===== config.mk =====
export PLATFORM = sky130hd
export DESIGN_NAME = trap_redirect
export DESIGN_NICKNAME = d
export VERILOG_FILES = /design/src/rtl/trap_redirect.sv
export SDC_FILE = /design/constraint.sdc
export NUM_CORES = 1
export LEC_CHECK = 0
export BUFFER_PORTS_ARGS = -buffer_cell sky130_fd_sc_hd__buf_4
export CORE_MARGIN = 3
export CORE_UTILIZATION = 43
export CTS_CLUSTER_DIAMETER = 100
export DETAILED_ROUTE_END_ITERATION = 7
export GPL_ROUTABILITY_DRIVEN = 0
export PLACE_DENSITY = 0.74
export SYNTH_ARGS = -nofsm -noshare
export SYNTH_HDL_FRONTEND = slang
export SYNTH_SLANG_ARGS = --single-unit

===== constraint.sdc =====
create_clock -name clk -period 2.15 [get_ports clk]
set_input_delay 0.215 -clock clk [delete_from_list [all_inputs] [get_ports clk]]
set_output_delay 0.215 -clock clk [all_outputs]
set_load 0.05 [all_outputs]

===== src/rtl/trap_redirect.sv =====
// Trap/mret redirect sequencer: drains the LSU, flushes the pipeline, then hands the
// computed target PC (mtvec direct/vectored or mepc) to fetch over valid/ready.
module trap_redirect #(
  parameter int unsigned DRAIN_TIMEOUT = 16,
  parameter int unsigned FLUSH_CYCLES  = 2,
  parameter int unsigned CNT_W         = 16
) (
  input  logic             clk,
  input  logic             rstn,
  input  logic             trap_req,
  input  logic             mret_req,
  input  logic [31:0]      trap_cause,
  input  logic [31:0]      trap_pc,
  input  logic [31:0]      mtvec,
  input  logic [31:0]      mepc,
  input  logic             lsu_busy,
  input  logic             fetch_ready,
  output logic             trap_busy,
  output logic             pipe_flush,
  output logic             redirect_valid,
  output logic [31:0]      redirect_pc,
  output logic [31:0]      last_trap_pc,
  output logic [CNT_W-1:0] trap_count,
  output logic             drain_timeout
);

  localparam int unsigned SeqMax = (DRAIN_TIMEOUT > FLUSH_CYCLES) ? DRAIN_TIMEOUT : FLUSH_CYCLES;
  localparam int unsigned SeqW   = $clog2(SeqMax + 1);
  localparam logic [SeqW-1:0] DrainLast = SeqW'(DRAIN_TIMEOUT - 1);
  localparam logic [SeqW-1:0] FlushLast = SeqW'(FLUSH_CYCLES - 1);

  typedef enum logic [1:0] {StIdle, StDrain, StFlush, StRedirect} state_e;

  state_e            state_q, state_d;
  logic [SeqW-1:0]   seq_cnt_q, seq_cnt_d;
  logic [31:0]       redirect_pc_q, redirect_pc_d;
  logic [31:0]       last_trap_pc_q, last_trap_pc_d;
  logic [CNT_W-1:0]  trap_count_q, trap_count_d;
  logic              drain_timeout_q, drain_timeout_d;

  logic              accept;
  logic              drain_at_limit;
  logic [31:0]       tvec_base;
  logic [31:0]       trap_target;

  assign accept         = (state_q == StIdle) && (trap_req || mret_req);
  assign drain_at_limit = (state_q == StDrain) && (seq_cnt_q == DrainLast);
  assign tvec_base      = {mtvec[31:2], 2'b00};
  // Only interrupts in vectored mode get an offset; modes 2/3 behave as direct.
  assign trap_target    = (mtvec[1:0] == 2'b01 && trap_cause[31])
                          ? tvec_base + {trap_cause[29:0], 2'b00}
                          : tvec_base;

  // State register
  always_ff @(posedge clk or negedge rstn) begin
    if (!rstn) begin
      state_q <= StIdle;
    end else begin
      state_q <= state_d;
    end
  end

  // Next-state logic
  always_comb begin
    state_d = state_q;
    unique case (state_q)
      StIdle: begin
        if (trap_req || mret_req) begin
          state_d = lsu_busy ? StDrain : StFlush;
        end
      end
      StDrain: begin
        if (!lsu_busy || drain_at_limit) begin
          state_d = StFlush;
        end
      end
      StFlush: begin
        if (seq_cnt_q == FlushLast) begin
          state_d = StRedirect;
        end
      end
      StRedirect: begin
        if (fetch_ready) begin
          state_d = StIdle;
        end
      end
      default: state_d = StIdle;
    endcase
  end

  // Moore outputs
  always_comb begin
    trap_busy      = (state_q != StIdle);
    pipe_flush     = (state_q == StFlush);
    redirect_valid = (state_q == StRedirect);
  end

  // Datapath next-state
  always_comb begin
    seq_cnt_d       = '0;
    redirect_pc_d   = redirect_pc_q;
    last_trap_pc_d  = last_trap_pc_q;
    trap_count_d    = trap_count_q;
    drain_timeout_d = drain_timeout_q;

    // Sequencing counter restarts on every state change.
    if (state_d == state_q && (state_q == StDrain || state_q == StFlush)) begin
      seq_cnt_d = seq_cnt_q + SeqW'(1);
    end

    if (accept) begin
      if (trap_req) begin
        redirect_pc_d  = trap_target;
        last_trap_pc_d = trap_pc;
        if (trap_count_q != '1) begin
          trap_count_d = trap_count_q + CNT_W'(1);
        end
      end else begin
        redirect_pc_d = {mepc[31:2], 2'b00};
      end
    end

    if (drain_at_limit && lsu_busy) begin
      drain_timeout_d = 1'b1;
    end
  end

  always_ff @(posedge clk or negedge rstn) begin
    if (!rstn) begin
      seq_cnt_q       <= '0;
      redirect_pc_q   <= '0;
      last_trap_pc_q  <= '0;
      trap_count_q    <= '0;
      drain_timeout_q <= 1'b0;
    end else begin
      seq_cnt_q       <= seq_cnt_d;
      redirect_pc_q   <= redirect_pc_d;
      last_trap_pc_q  <= last_trap_pc_d;
      trap_count_q    <= trap_count_d;
      drain_timeout_q <= drain_timeout_d;
    end
  end

  assign redirect_pc   = redirect_pc_q;
  assign last_trap_pc  = last_trap_pc_q;
  assign trap_count    = trap_count_q;
  assign drain_timeout = drain_timeout_q;

endmodule


# Word level (Yosys, flattened, before mapping)
# Index checks and enable logic that the tools add are counted.
[totals] output_inout_bits=84 reg_bits=88 memories=0 word_cells=39 latchBits=0 mem_bits_rw=0 mem_bits_ro=0
[op_classes] n_div=0 muxes=9 n_reduce_logical=13 magnitude_cmp=0 bitwise_logic=0 n_eq_ne=8 shift=0 multipliers=0 addsub=3
[ops] cell="$mux W32" n=2
[ops] cell="$add A32 B32 Y32" n=1
[ops] cell="$add A16 B1 Y16 const B" n=1
[ops] cell="$ne A16 B16 Y1 const B" n=1
[ops] cell="$mux W2" n=5
[ops] cell="$pmux W2 S4" n=1
[ops] cell="$add A5 B1 Y5 const B" n=1
[ops] cell="$eq A5 B1 Y1 const B" n=1
[ops] cell="$eq A5 B4 Y1 const B" n=1
[ops] cell="$logic_and A1 B1 Y1" n=5
[ops] cell="$mux W5" n=1
[ops] cell="$eq A2 B1 Y1 const B" n=2
[ops] cell="$eq A2 B2 Y1 const B" n=2
[ops] cell="$logic_or A1 B1 Y1" n=3
[ops] cell="$reduce_and A3 Y1" n=1
[ops] cell="$eq A2 B2 Y1" n=1
[ops] cell="$logic_not A2 Y1" n=1
[ops] cell="$reduce_and A2 Y1" n=1
[ops] cell="$reduce_bool A2 Y1" n=1
[ops] cell="$logic_not A1 Y1" n=1

# Depth between registers and ports, before layout
[logic_depth] word_depth=8 mapped_depth=11

# Least setup slack after synthesis
# Ideal clock, no wire load.
[synth_timing] kind="input to register" from="in trap_cause[0]" to="reg redirect_pc_q[30], in the netlist redirect_pc[30]" n_path_buf=0 setup_slack_ns=-0.390 arrival_time_ns=2.414 setup_ns=0.127 path_stages=11 path_cell_list="ha_1 > fa_1 > a211oi_1 > nor2_1 > o31ai_1 > a21boi_2 > a31oi_2 > o32ai_1 > o21ai_1 > nor4_1 > nand3b_1"
[synth_via] elab_chain_len=3
[synth_rtl] element="from (decl)" line="12" source="input logic [31:0] trap_cause,"
[synth_rtl] element="$add A32 B32 Y32" line="51" source="? tvec_base + {trap_cause[29:0], 2'b00}"
[synth_rtl] element="$mux W32" line="51"
[synth_rtl] element="$mux W32" line="112" source="if (trap_req) begin"
[synth_rtl] element="to (signal assigned)" line="137" source="redirect_pc_q <= redirect_pc_d;"
[synth_rtl] element="to (decl)" line="36" source="logic [31:0] redirect_pc_q, redirect_pc_d;"
# No other way between the ends.
# A chain may end at the register's enable or synchronous reset.

# Worst setup path in the final report
[layout_timing] from="in trap_cause[13]" to="reg redirect_pc_q[29], in the netlist redirect_pc[29]"
# Same word-level chain as after synthesis.

==> flow_metrics.py <==
metrics = {
    "outcome": {
        "status": "complete, but fails checks",
        "failed_checks": "setup timing",
    },
    "timing": {
        "holdWs_ns": 0.0521,
        "fin_skew_ns": 0.0104,
        "rsz0062_at_grt": "yes",
        "slew_headroom_pct": 52.7,
        "min_period_ns": 2.22,
        "finalWorstSetupSlack_ns": -0.0702,
        "worst_pin_slew_ns": 0.707,
        "tns_ns": -0.119,
        "finalSetupViolCount": 2,
        "final.period_utilization_pct": 103,
        "slew_violations": 0,
        "fmax_mhz": 450,
        "hold_viol_final": 0,
    },
    "cells_and_area": {
        "diodes": 0,
        "fin_area_mm2": 0.00873,
        "area_growth_pct": 54.1,
        "final_util_pct": 68.3,
        "nNetsFinal": 1105,
        "fillers": 1003,
        "final_cell_count_no_fill": 1109,
        "drive_gt1_share_pct": 41.2,
    },
    "global_routing": {
        "antenna_found_initial": 0,
        "gr-total-overflow": 0,
        "grt_pass1_wl_um": 29200,
        "grt_max_degree": 44,
        "grt_usage_pct": 25.2,
        "grt_pass1_vias": 5870,
    },
    "min_path": {
        "holdCritPathClass": "input port to flip-flop",
    },
    "placed_design": {
        "io_buffers": 212,
        "hpwl_um": 14600,
        "placedCellCount": 1084,
        "dpl_cell_area_mm2": 0.00810,
        "preCtsSetupSlack_ns": -0.507,
    },
    "cts": {
        "numCtsBuffers": 9,
        "clock-sinks": 86,
        "htree_num_levels": 3,
        "cts_root_buf": "clkbuf_16",
        "clk_pin_slew_ns": 0.07,
        "insertion_delay_ns": 0.35,
        "clockBufferDepth": 2,
        "tritoncts": "done",
    },
    "die": {
        "core-area_mm2": 0.0128,
        "fp.dieW_um": 121,
        "pin_count": 218,
        "rows": 41,
        "die_h_um": 121,
        "start_util_pct": 44.4,
        "design.die.area_mm2": 0.0146,
    },
    "power": {
        "power_density_mw_per_mm2": 1250,
        "power.leakage_nw": 4.22,
        "power_mw": 10.9,
        "peakVddDrop_mv": 0.502,
    },
    "yosys": {
        "ys.flop_type": "dfrtp_1",
        "yosysSeqAreaShare_pct": 38.0,
        "syn_area_mm2": 0.00567,
        "yosysMostFrequentCell": "nand2_1",
        "synth_top_area_share_pct": 38.0,
        "synth_edf_count": 0,
        "synth_seq_cells": 86,
        "synthTopCellsByCount": "155 x nand2_1, 86 x dfrtp_1, 47 x o21ai_0, 38 x ha_1",
        "synth_top_area_cell": "dfrtp_1",
        "syn_avg_cell_area_um2": 8.76,
        "async_flop_share_pct": 100,
        "synth_cells": 647,
        "synth_area_leaders": "dfrtp_1 38%, nand2_1 10%, ha_1 8.4%",
        "yosys_warnings": 0,
        "synth_cell_types": 73,
    },
    "route": {
        "drcViolationCount": 0,
        "drt_iter0_drc": 323,
        "first_pass_iters": 5,
        "ant_nets": 0,
        "wire_per_inst_um": 17.3,
        "drt_wl_total_um": 19100,
        "viasPerCell": 5.43,
        "vias": 6026,
    },
    "setup_path": {
        "arrival_ns": 2.49,
        "critPathKind": "input port to flip-flop",
        "critPathMaxFanout": 3,
        "end_kind": "flip-flop",
        "startpoint_type": "input port",
        "required_ns": 2.42,
    },
    "flow_run": {
        "cap_violations": 0,
    },
}
## critical path: stages
cell,delay [ns]
buf_4,0.11
ha_1,0.35
o21ai_2,0.16
o211ai_1,0.12
a221oi_2,0.36
o22ai_2,0.14
o211a_1,0.24
o21a_1,0.18
o21ai_2,0.16
mux2_4,0.32
o221ai_2,0.15
## cells in the final DEF, fill, tap and decap left out, types with 4 or more instances in the layout
master / n
o21a_1: 5
o211ai_1: 9
nor2_1: 33
ha_4: 10
nor3_1: 4
a21oi_1: 33
a21o_1: 5
o21ai_2: 7
inv_1: 17
dfrtp_1: 83
xor2_1: 12
buf_6: 6
o21bai_1: 6
o21ai_0: 39
o21ai_1: 8
nand2_1: 154
clkbuf_16: 9
nand4_1: 10
bufinv_16: 4
xnor2_1: 27
ha_1: 25
a221oi_1: 6
or3_1: 5
nor3b_1: 11
o22ai_1: 4
buf_4: 292
nand3b_1: 4
nand3_1: 10
## what timing repair did
action / in CTS / in global routing
buffers inserted: 1 / 8
gates resized for setup: 9 / 35
gates cloned: 0 / 0
hold buffers: 1 / 0
hold endpoints to repair: 40 / 0
pin swaps: 11 / 22
endpoints found under the setup margin: 13 / 28
## power by group
| part | total, mW | switching (mW) | internal [mW] |
|---|---|---|---|
| sequential | 2.70 | 0.435 | 2.27 |
| clock | 1.93 | 0.675 | 1.26 |
| combinational | 6.27 | 4.16 | 2.11 |
| total | 10.9 | 5.27 | 5.63 |
## flip-flops by register name, indices dropped and copies added, names as in the netlist
register,flops
last_trap_pc,32
state_q,2
trap_count,16
drain_timeout,1
seq_cnt_q,5
redirect_pc,30
## path summary, 6_finish.rpt
path | from | to | slack, ns | cells past startpoint
max in group asynchronous | rstn | redirect_pc[31] | 1.09 | 3
min in group asynchronous | rstn | seq_cnt_q[0] | 0.39 | 2
hold / removal | trap_pc[20] | last_trap_pc[20] | 0.05 | 3
setup reg to reg | state_q[0] | seq_cnt_q[3] | 0.15 | 8
hold reg to reg | drain_timeout | drain_timeout | 0.47 | 1
setup / recovery | trap_cause[13] | redirect_pc[29] | -0.07 | 11
## area by class of cell
cell class | instances | area (um2) | share of cell area (%)
inverter | 17 | 63.8 | 0.731
clock inverter | 4 | 120 | 1.38
clock buffer | 12 | 236 | 2.71
multi-input combinational | 516 | 3620 | 41.5
tap | 172 | 215 | 2.47
timing repair buffer | 302 | 2320 | 26.6
sequential | 86 | 2160 | 24.7
## layer usage
layer  global-route usage, %  wire length, um  vias up
met4                    9.99              661        0
met2                    42.9             9510      225
li1                        -                -     2858
met1                    32.6             8040     2899
met3                    3.09              917       44
met5                       0                0        -
## logic make-up (layout without fill, tap and decap cells)
family / after synthesis / after routing / synth area share, %
XOR/XNOR: 40 / 40 / 6.18
buffers and inverters: 46 / 335 / 4.59
multiplexers: 5 / 5 / 0.994
adder cells (fa/ha/maj): 39 / 39 / 8.74
flip-flops: 86 / 86 / 38.0
AO/OA/AOI/OAI: 166 / 166 / 20.2
AND/OR/NAND/NOR: 264 / 264 / 21.2
other: 1 / 2 / 0.0662
No activity file was read; power rests on OpenSTA's default activity.
